--- src/rtl/div_pkg.sv ---
// Shared divider definitions: FSM state encodings and the ALU op codes
// that the EX stage decodes into start/signed_div.
package div_pkg;

  typedef enum logic [1:0] {
    DIV_FREE    = 2'b00,
    DIV_BY_ZERO = 2'b01,
    DIV_ON      = 2'b10,
    DIV_END     = 2'b11
  } div_state_e;

  localparam logic [7:0] DIV_CONTROL  = 8'b0001_1010;
  localparam logic [7:0] DIVU_CONTROL = 8'b0001_1011;

  // EX glue helpers: which ALU ops need the divider, and which are signed.
  function automatic logic div_is_op(input logic [7:0] aluop);
    return (aluop == DIV_CONTROL) || (aluop == DIVU_CONTROL);
  endfunction

  function automatic logic div_is_signed(input logic [7:0] aluop);
    return aluop == DIV_CONTROL;
  endfunction

endpackage

--- src/rtl/div.sv ---
// Multi-cycle radix-2 restoring divider for DIV/DIVU.
// result = {remainder, quotient}; ready holds while start stays high.
module div
  import div_pkg::*;
#(
  parameter int unsigned WIDTH = 32
) (
  input  logic               clk,
  input  logic               rst,
  input  logic               start,
  input  logic               annul,
  input  logic               signed_div,
  input  logic [WIDTH-1:0]   opdata1,
  input  logic [WIDTH-1:0]   opdata2,
  output logic [2*WIDTH-1:0] result,
  output logic               ready,
  output logic               stall_req
);

  localparam int unsigned CNT_W = $clog2(WIDTH + 1);

  div_state_e       state;
  logic [CNT_W-1:0] cnt;
  logic [WIDTH-1:0] dividend_r;   // shifts out dividend bits, shifts in quotient bits
  logic [WIDTH-1:0] rem_r;        // partial remainder
  logic [WIDTH-1:0] divisor_r;
  logic             q_neg;
  logic             r_neg;

  logic [WIDTH-1:0] a_abs;
  logic [WIDTH-1:0] b_abs;
  logic [WIDTH:0]   trial_rem;
  logic [WIDTH:0]   trial_diff;
  logic [WIDTH-1:0] quo_fix;
  logic [WIDTH-1:0] rem_fix;

  // Operand magnitudes, one trial subtraction, and final sign fix-up.
  always_comb begin
    a_abs      = (signed_div && opdata1[WIDTH-1]) ? -opdata1 : opdata1;
    b_abs      = (signed_div && opdata2[WIDTH-1]) ? -opdata2 : opdata2;
    trial_rem  = {rem_r, dividend_r[WIDTH-1]};
    trial_diff = trial_rem - {1'b0, divisor_r};
    quo_fix    = q_neg ? -dividend_r : dividend_r;
    rem_fix    = r_neg ? -rem_r : rem_r;
  end

  assign stall_req = start & ~ready & ~annul;

  // Divider FSM and datapath; annul abandons any operation in flight.
  always_ff @(posedge clk) begin
    if (rst) begin
      state      <= DIV_FREE;
      cnt        <= '0;
      dividend_r <= '0;
      rem_r      <= '0;
      divisor_r  <= '0;
      q_neg      <= 1'b0;
      r_neg      <= 1'b0;
      result     <= '0;
      ready      <= 1'b0;
    end else if (annul && state != DIV_FREE) begin
      state  <= DIV_FREE;
      result <= '0;
      ready  <= 1'b0;
    end else begin
      case (state)
        DIV_FREE: begin
          ready  <= 1'b0;
          result <= '0;
          if (start && !annul) begin
            dividend_r <= a_abs;
            divisor_r  <= b_abs;
            rem_r      <= '0;
            cnt        <= '0;
            q_neg      <= signed_div & (opdata1[WIDTH-1] ^ opdata2[WIDTH-1]);
            r_neg      <= signed_div & opdata1[WIDTH-1];
            state      <= (opdata2 == '0) ? DIV_BY_ZERO : DIV_ON;
          end
        end
        DIV_BY_ZERO: begin
          result <= '0;
          state  <= DIV_END;
        end
        DIV_ON: begin
          if (cnt == CNT_W'(WIDTH)) begin
            result <= {rem_fix, quo_fix};
            ready  <= 1'b1;
            state  <= DIV_END;
          end else begin
            // trial_rem < 2*divisor, so a clear top bit of the difference
            // means the subtraction succeeded and fits in WIDTH bits.
            if (!trial_diff[WIDTH]) begin
              rem_r      <= trial_diff[WIDTH-1:0];
              dividend_r <= {dividend_r[WIDTH-2:0], 1'b1};
            end else begin
              rem_r      <= trial_rem[WIDTH-1:0];
              dividend_r <= {dividend_r[WIDTH-2:0], 1'b0};
            end
            cnt <= cnt + 1'b1;
          end
        end
        DIV_END: begin
          if (!start) begin
            state  <= DIV_FREE;
            ready  <= 1'b0;
            result <= '0;
          end else begin
            ready <= 1'b1;
          end
        end
        default: state <= DIV_FREE;
      endcase
    end
  end

endmodule

--- config.mk ---
export PLATFORM = sky130hd
export DESIGN_NAME = div
export DESIGN_NICKNAME = d
export VERILOG_FILES = /design/src/rtl/div_pkg.sv /design/src/rtl/div.sv
export SDC_FILE = /design/constraint.sdc
export NUM_CORES = 1
export LEC_CHECK = 0
export BUFFER_PORTS_ARGS = -buffer_cell sky130_fd_sc_hd__buf_2
export CAP_MARGIN = 40
export CORE_MARGIN = 1
export CORE_UTILIZATION = 32
export DETAILED_ROUTE_END_ITERATION = 7
export MAX_ROUTING_LAYER = met4
export PLACE_DENSITY = 0.45
export SYNTH_ARGS = -nofsm -noshare
export SYNTH_HDL_FRONTEND = slang
export SYNTH_SLANG_ARGS = --single-unit
--- constraint.sdc ---
create_clock -name clk -period 4.17 [get_ports clk]
set_input_delay 0.834 -clock clk [delete_from_list [all_inputs] [get_ports clk]]
set_output_delay 0.834 -clock clk [all_outputs]
set_load 0.02 [all_outputs]
==> results of run 1 <==
## through the flow
stage | util [%] | instances | setup slack (ns)
2_1_floorplan | - | 1416 | 1.28
3_3_place_gp | 36.2 | 1934 | 0.864
3_5_place_dp | 36.2 | 1934 | 0.785
4_1_cts | 38.0 | 1965 | 0.877
5_1_grt | 38.0 | 1965 | 0.505
6_report | 38.0 | 1965 | 0.869
## Yosys cell counts (9+ instances only)
cell type  number  area share (%)
ha_1           42             4.9
dfxtp_1       171              32
o31ai_1        25             1.7
or3_1          10            0.58
xnor2_1        84             6.8
or4_1          11            0.76
a22oi_1        37             2.6
nand3_1        27             1.2
a211oi_1       28             1.9
o41ai_1        17             1.4
nand2_1       211             7.3
mux2i_1         9            0.83
clkbuf_1       67             2.3
xor2_1         62             5.0
nor3_1         16            0.74
nor2_1        133             4.6
nand4_1        12            0.69
nand2b_1       10            0.58
nor4_1         11            0.64
a21oi_1       107             4.9
o21ai_0       124             5.7
inv_1          61             2.1
a21o_1         12            0.83
## sequential cells by signal, summed over array words and instances (netlist names)
register / flops
cnt: 6
dividend_r: 32
divisor_r: 32
q_neg: 1
r_neg: 1
ready: 1
rem_r: 32
result: 64
state: 2
## worst register-to-register path: stages, from the launching register on
cell and delay (ns):
dfxtp_1 0.37, inv_1 0.07, ha_1 0.24, fa_1 0.41, nor2b_1 0.16, o2111ai_1 0.14, a21boi_1 0.36, o311ai_2 0.20
a41oi_1 0.34, nand3_2 0.23, or3_1 0.41, a32o_1 0.26
## area by class of cell
type,instances,area share [%]
multi-input cells,1107,55.1
clock buffers,18,3.52
clock inverters,13,1.12
well taps,442,4.43
repair buffers,153,6.61
inverters,61,1.83
flip-flops and latches,171,27.4
## metal layers
| metal | up-vias | share of wire, % |
|---|---|---|
| met1 | 4551 | 57 |
| met3 | 8 | 4.2 |
| met4 | 0 | 0.53 |
| met5 | - | 0 |
| li1 | 5195 | - |
| met2 | 205 | 38 |
## worst max path at each step
stage | start | end | slack [ns] | cells past startpoint
after floorplan | dividend_r[31]$_SDFFE_PP0P_ | rem_r[17]$_SDFFE_PP0P_ | 1.28 | 11
after global placement | opdata2[0] | divisor_r[29]$_SDFFE_PP0P_ | 0.86 | 9
after detailed placement | opdata2[0] | divisor_r[28]$_SDFFE_PP0P_ | 0.78 | 11
after CTS | dividend_r[31]$_SDFFE_PP0P_ | rem_r[17]$_SDFFE_PP0P_ | 0.88 | 11
after global routing | divisor_r[1]$_SDFFE_PP0P_ | rem_r[25]$_SDFFE_PP0P_ | 0.50 | 11
final | dividend_r[31]$_SDFFE_PP0P_ | rem_r[17]$_SDFFE_PP0P_ | 0.87 | 11
## power breakdown
part	internal, uW	switching (uW)	total [uW]
Combinational	684	1310	1990
Clock	901	710	1610
Sequential	1780	185	1960
## kinds of logic after synthesis
| kind of cell | count (synthesis) | share of synthesized area, % |
|---|---|---|
| mux | 10 | 0.936 |
| xor+xnor | 146 | 11.8 |
| flops | 171 | 31.6 |
| simple gates | 489 | 20.8 |
| buf+inv | 138 | 5.04 |
| fa+ha+maj | 43 | 5.04 |
| compound gates | 419 | 24.7 |
==> impl_metrics.csv, run 1 <==
group,metric,value,unit
status,status,"completed",
final_layout,antennaDiodeCount,0,
min_path,holdPathStages,2,
route,ant_nets,0,
clock_network,cts_tree,"done",
critical_path,start_kind,"flip-flop",
clock_network,cts_buffer_depth,2,
timing,rsz0062_at_grt,"no",
route,viasPerCell,5.07,
synth,ys_warn_count,0,
synth,yosysSeqAreaShare,31.6,%
floorplanning,fp.dieW,186,microns
timing,clock.fmax,0.303,GHz
final_layout,multi_input_area,0.00688,sq mm
pwr,power,5560,uW
clock_network,insertion_delay,0.43,ns
final_layout,final_common_cell,"nand2_1",
global_route,grt_use_met2,25.9,%
critical_path,worstPathRequired,4.48,ns
critical_path,cp_max_fo,9,
critical_path,path_buf_inv,1,
global_route,use_met1,30.6,%
final_layout,stdcell_area,0.0125,sq mm
clock_network,ctsResizeCount,0,
final_layout,nets,1623,
timing,finalMaxSlewViolations,0,
clock_network,path_clk_slew,0.07,ns
final_layout,layout_common_cells,"211 x nand2_1, 171 x dfxtp_1, 134 x buf_2",
route,first_iter_violations,611,
timing,holdWs,0.451,ns
floorplanning,ios,135,
synth,synth-edff-count,0,
clock_network,post_cts_buffers,0,
critical_path,worstSetupPathType,"reg2reg",
clock_network,cts_buffers,17,
route,routed_wl,32.0,mm
critical_path,path_cells,"inv_1 -> ha_1 -> fa_1 -> nor2b_1 -> o2111ai_1 -> a21boi_1 -> o311ai_2 -> a41oi_1 -> nand3_2 -> or3_1 -> a32o_1",
final_layout,drive_gt1_share,14.3,%
run,max_cap_violations,0,
pwr,ir_drop,270,uV
critical_path,slowest_delay,0.41,ns
clock_network,clock_sinks,171,
synth,synthDistinctLibCells,77,
placed_design,port-buffer-count,134,
synth,synth-async-reset-ratio,0,%
synth,synth-main-ff-cell,"dfxtp_1",
critical_path,cp_top_family,"compound AO/OA/AOI/OAI gates",
route,post-route-drc-count,0,
route,drt_pass1_iterations,5,
timing,timing.final.crit_share,79.2,%
route,vias,9959,
global_route,grtUsageTotal,19.5,%
final_layout,regArea,0.00342,sq mm
critical_path,r2r_start,"dividend_r[31]$_SDFFE_PP0P_",
floorplanning,row_count,66,
timing,fin_crit,3.30,ns
global_route,grt_util_met3,2.56,%
final_layout,nFillCells,3558,
clock_network,cts_max_level,4,
floorplanning,dieArea,0.0346,sq mm
critical_path,r2r_end,"rem_r[17]$_SDFFE_PP0P_",
synth,synth_area,0.0108,sq mm
placed_design,finalWeightedCongestion,0.857,
timing,finalSetupViolations,0,
timing,worst_slew_pin_slew,0.788,ns
global_route,grt_busiest_layer,"met1",
critical_path,ff2ff_path_depth,11,
floorplanning,start_util,32.9,%
global_route,grt_overflow_total,0,
synth,synth_seq_cells,171,
synth,syn-num-nets,1528,
timing,relSlewSlack,47.5,%
clock_network,root_buffer,"clkbuf_16",
route,wl_per_cell,16.3,microns
global_route,grt_pass1_vias,9202,
global_route,grt_pass1_wl,51.4,mm
min_path,hold_end,"result[36]$_SDFFE_PP0P_",
pwr,p_leak,0.00500,uW
placed_design,placed_area,0.0119,sq mm
floorplanning,die_y,186,microns
critical_path,r2r_setup_slack,0.87,ns
pwr,p_per_area,445,mW/mm^2
timing,fin_setup_tns,0,ns
placed_design,dpl.hpwl,24.3,mm
synth,syn_inst,1416,
timing,fin_skew,0.0146,ns
floorplanning,fp.coreArea,0.0329,sq mm
global_route,grt_max_degree,61,
synth,syn_area_per_cell,7.64,sq um
final_layout,area_growth,15.4,%
min_path,hold_start,"result[36]$_SDFFE_PP0P_",
critical_path,end_kind,"flip-flop",
critical_path,cp_slowest_cell,"fa_1",
timing,finalHoldViolCount,0,
global_route,antenna_found_initial,0,
min_path,hold_class,"reg2reg",
clock_network,hold_buffers,0,
critical_path,worstPathArrival,3.62,ns
No activity file was read; power rests on OpenSTA's default activity.
==> inputs of run 2 (changes only) <==
--- a/config.mk
+++ b/config.mk
@@ -5,6 +5,7 @@
 export SDC_FILE = /design/constraint.sdc
 export NUM_CORES = 1
 export LEC_CHECK = 0
+export ABC_AREA = 1
 export BUFFER_PORTS_ARGS = -buffer_cell sky130_fd_sc_hd__buf_2
 export CAP_MARGIN = 40
 export CORE_MARGIN = 1
==> constraint.sdc (replaced) <==
create_clock -name clk -period 3.3 [get_ports clk]
set_input_delay 0.66 -clock clk [delete_from_list [all_inputs] [get_ports clk]]
set_output_delay 0.66 -clock clk [all_outputs]
set_load 0.02 [all_outputs]
==> run 2 against run 1 <==
  * Setup slack got worse by 0.39 ns
  * Die area increased by 18%
  * Clock skew increased by 0.0039 ns
  * Maximum frequency increased by 17%
  * Critical path depth increased by 6
  * Core utilization decreased by 0.68 points
  * Count of clock-buffer cells in the layout decreased by 1
  * Global-route usage increased by 4.5 points
  * Non-clock buffer count increased by 3
  * Sequential cell count unchanged
  * Sequential power increased by 39%
  * Critical endpoint is now rem_r[28]$_SDFFE_PP0P_
  * Highest routed layer unchanged
==> impl_metrics.csv, run 2 <==
group,metric,value,unit
pwr,ir_drop,370,uV
timing,worst_slew_pin_slew,0.835,ns
global_route,grt_use_met2,34.9,%
final_layout,final_common_cell,"nand2_1",
placed_design,finalWeightedCongestion,0.929,
global_route,grtUsageTotal,23.9,%
global_route,antenna_found_initial,0,
synth,yosys-top-cells-count,"640 x nand2_1, 306 x inv_1, 223 x nand3_1",
clock_network,insertion_delay,0.46,ns
clock_network,cts_buffer_depth,2,
clock_network,clock_sinks,171,
route,vias,13878,
route,wl_per_cell,16.9,microns
timing,fin_skew,0.0185,ns
floorplanning,fp.dieW,202,microns
global_route,grt_util_met3,3.05,%
clock_network,path_clk_slew,0.08,ns
timing,finalMaxSlewViolations,0,
critical_path,cp_max_fo,22,
critical_path,worstPathArrival,3.12,ns
synth,synth.most_common_cell,"nand2_1",
status,status,"completed",
synth,synth.area.top_cells,"dfxtp_1 27%, nand2_1 19%, inv_1 9.0%",
global_route,use_met1,34.8,%
synth,syn_area_per_cell,5.90,sq um
timing,finalHoldViolCount,0,
timing,fin_crit,2.82,ns
critical_path,end_kind,"flip-flop",
synth,yosysTopAreaCell,"dfxtp_1",
synth,synth-main-ff-cell,"dfxtp_1",
global_route,grt_pass1_vias,12780,
pwr,switching_share,49.0,%
route,first_iter_violations,1136,
floorplanning,start_util,32.8,%
final_layout,area_growth,13.7,%
route,routed_wl,47.3,mm
synth,yosysSeqAreaShare,26.7,%
timing,finalSetupViolations,0,
min_path,hold_class,"reg2reg",
global_route,grt_max_degree,72,
global_route,grt_busiest_layer,"met2",
final_layout,largest_reg_flops,64,
clock_network,cts_max_level,4,
final_layout,multi_input_area,0.00786,sq mm
clock_network,cts_buffers,17,
final_layout,nets,2382,
final_layout,layout_common_cells,"640 x nand2_1, 305 x inv_1, 223 x nand3_1",
placed_design,port-buffer-count,134,
placed_design,dpl.hpwl,37.9,mm
synth,synthDistinctLibCells,49,
pwr,p_int,4730,uW
floorplanning,ios,135,
critical_path,start_kind,"flip-flop",
synth,yosysTopAreaCellShare,26.7,%
global_route,grt_overflow_total,0,
route,drt_pass1_iterations,6,
pwr,p_per_area,635,mW/mm^2
clock_network,cts_tree,"done",
timing,timing.final.crit_share,85.4,%
route,post-route-drc-count,0,
pwr,power_frac_seq,29.4,%
pwr,combPwrFrac,47.7,%
floorplanning,fp.coreArea,0.0391,sq mm
run,max_cap_violations,0,
synth,synth_seq_cells,171,
clock_network,root_buffer,"clkbuf_16",
synth,synth-async-reset-ratio,0,%
timing,relSlewSlack,44.3,%
critical_path,worstPathRequired,3.60,ns
synth,ys_warn_count,0,
clock_network,hold_buffers,0,
final_layout,nFillCells,4472,
final_layout,antennaDiodeCount,0,
timing,fin_setup_tns,0,ns
pwr,p_leak,0.00710,uW
timing,clock.fmax,0.355,GHz
synth,synth-edff-count,0,
synth,syn_inst,2175,
floorplanning,die_y,202,microns
final_layout,drive_gt1_share,10.2,%
clock_network,ctsResizeCount,0,
synth,syn-num-nets,2287,
floorplanning,row_count,72,
critical_path,worstSetupPathType,"reg2reg",
timing,rsz0062_at_grt,"no",
route,viasPerCell,4.95,
route,ant_nets,0,
clock_network,post_cts_buffers,0,
final_layout,final_util,37.3,%
global_route,grt_pass1_wl,74.1,mm
synth,synth_area,0.0128,sq mm
final_layout,regArea,0.00342,sq mm
pwr,clkPwrFrac,22.9,%
final_layout,top_register,"result",
floorplanning,dieArea,0.0409,sq mm
pwr,switchingPower,4540,uW
## run 2: layout make-up
| type | count | area share, % |
|---|---|---|
| tap | 518 | 4.44 |
| timing repair buffer | 156 | 5.90 |
| sequential | 171 | 23.5 |
| multi-input combinational | 1607 | 53.9 |
| inverter | 317 | 8.15 |
| clock buffer | 17 | 2.92 |
| clock inverter | 15 | 1.23 |
## run 2: routing by layer
| layer | share of wire (%) | vias to the layer above |
|---|---|---|
| li1 | - | 7195 |
| met1 | 51 | 6316 |
| met2 | 43 | 330 |
| met3 | 4.8 | 37 |
| met4 | 1.6 | 0 |
| met5 | 0 | - |
## run 2: final timing paths
check | from | to | slack [ns] | cells past startpoint
max | dividend_r[31]$_SDFFE_PP0P_ | rem_r[28]$_SDFFE_PP0P_ | 0.48 | 17
min reg2reg | result[40]$_SDFFE_PP0P_ | result[40]$_SDFFE_PP0P_ | 0.46 | 2
min | result[40]$_SDFFE_PP0P_ | result[40]$_SDFFE_PP0P_ | 0.46 | 2
max reg2reg | dividend_r[31]$_SDFFE_PP0P_ | rem_r[28]$_SDFFE_PP0P_ | 0.48 | 17
## run 2: cells by family (layout without fill, tap and decap cells)
family / after synthesis / after routing / synth area share [%]
AOI/OAI and AO/OA: 361 / 361 / 15.4
xor gates and xnor gates: 45 / 45 / 3.07
adders and majority gates: 43 / 43 / 4.25
buffers and inverters: 397 / 505 / 12.2
DFF: 171 / 171 / 26.7
and+or+nand+nor: 1158 / 1158 / 38.4
## run 2: through the flow
stage,cell area [sq um],std cells,worst slack [ns],power (uW),hold WS [ns]
2_1_floorplan,12800,2175,1.12,5750,0.456
3_3_place_gp,14000,2769,0.561,7170,0.454
3_5_place_dp,14000,2769,0.510,7150,0.454
4_1_cts,14600,2801,0.485,9290,0.464
5_1_grt,14600,2801,0.177,10000,0.490
6_report,14600,2801,0.483,9270,0.459
## run 2: power groups by stage
| stage | Combinational, uW | Sequential [uW] | Clock, uW |
|---|---|---|---|
| CTS | 4410 | 2720 | 2170 |
| global placement | 4410 | 2760 | 0 |
| detailed placement | 4390 | 2760 | 0 |
| global route | 4980 | 2770 | 2270 |
| floorplan | 3100 | 2650 | 0 |
| finish | 4420 | 2730 | 2120 |
## run 2: worst max-delay path, stage by stage (launching register included)
cell	delay, ns
dfxtp_1	0.35
inv_1	0.09
ha_1	0.24
fa_1	0.40
inv_1	0.11
nand2_1	0.06
nand2_1	0.07
nand3_1	0.08
nand2_2	0.12
nand2_2	0.07
nand2_2	0.07
nand2_2	0.08
nand2_4	0.08
nand2_4	0.16
nand2_2	0.42
nand2_1	0.11
nand3_1	0.09
a21oi_1	0.06
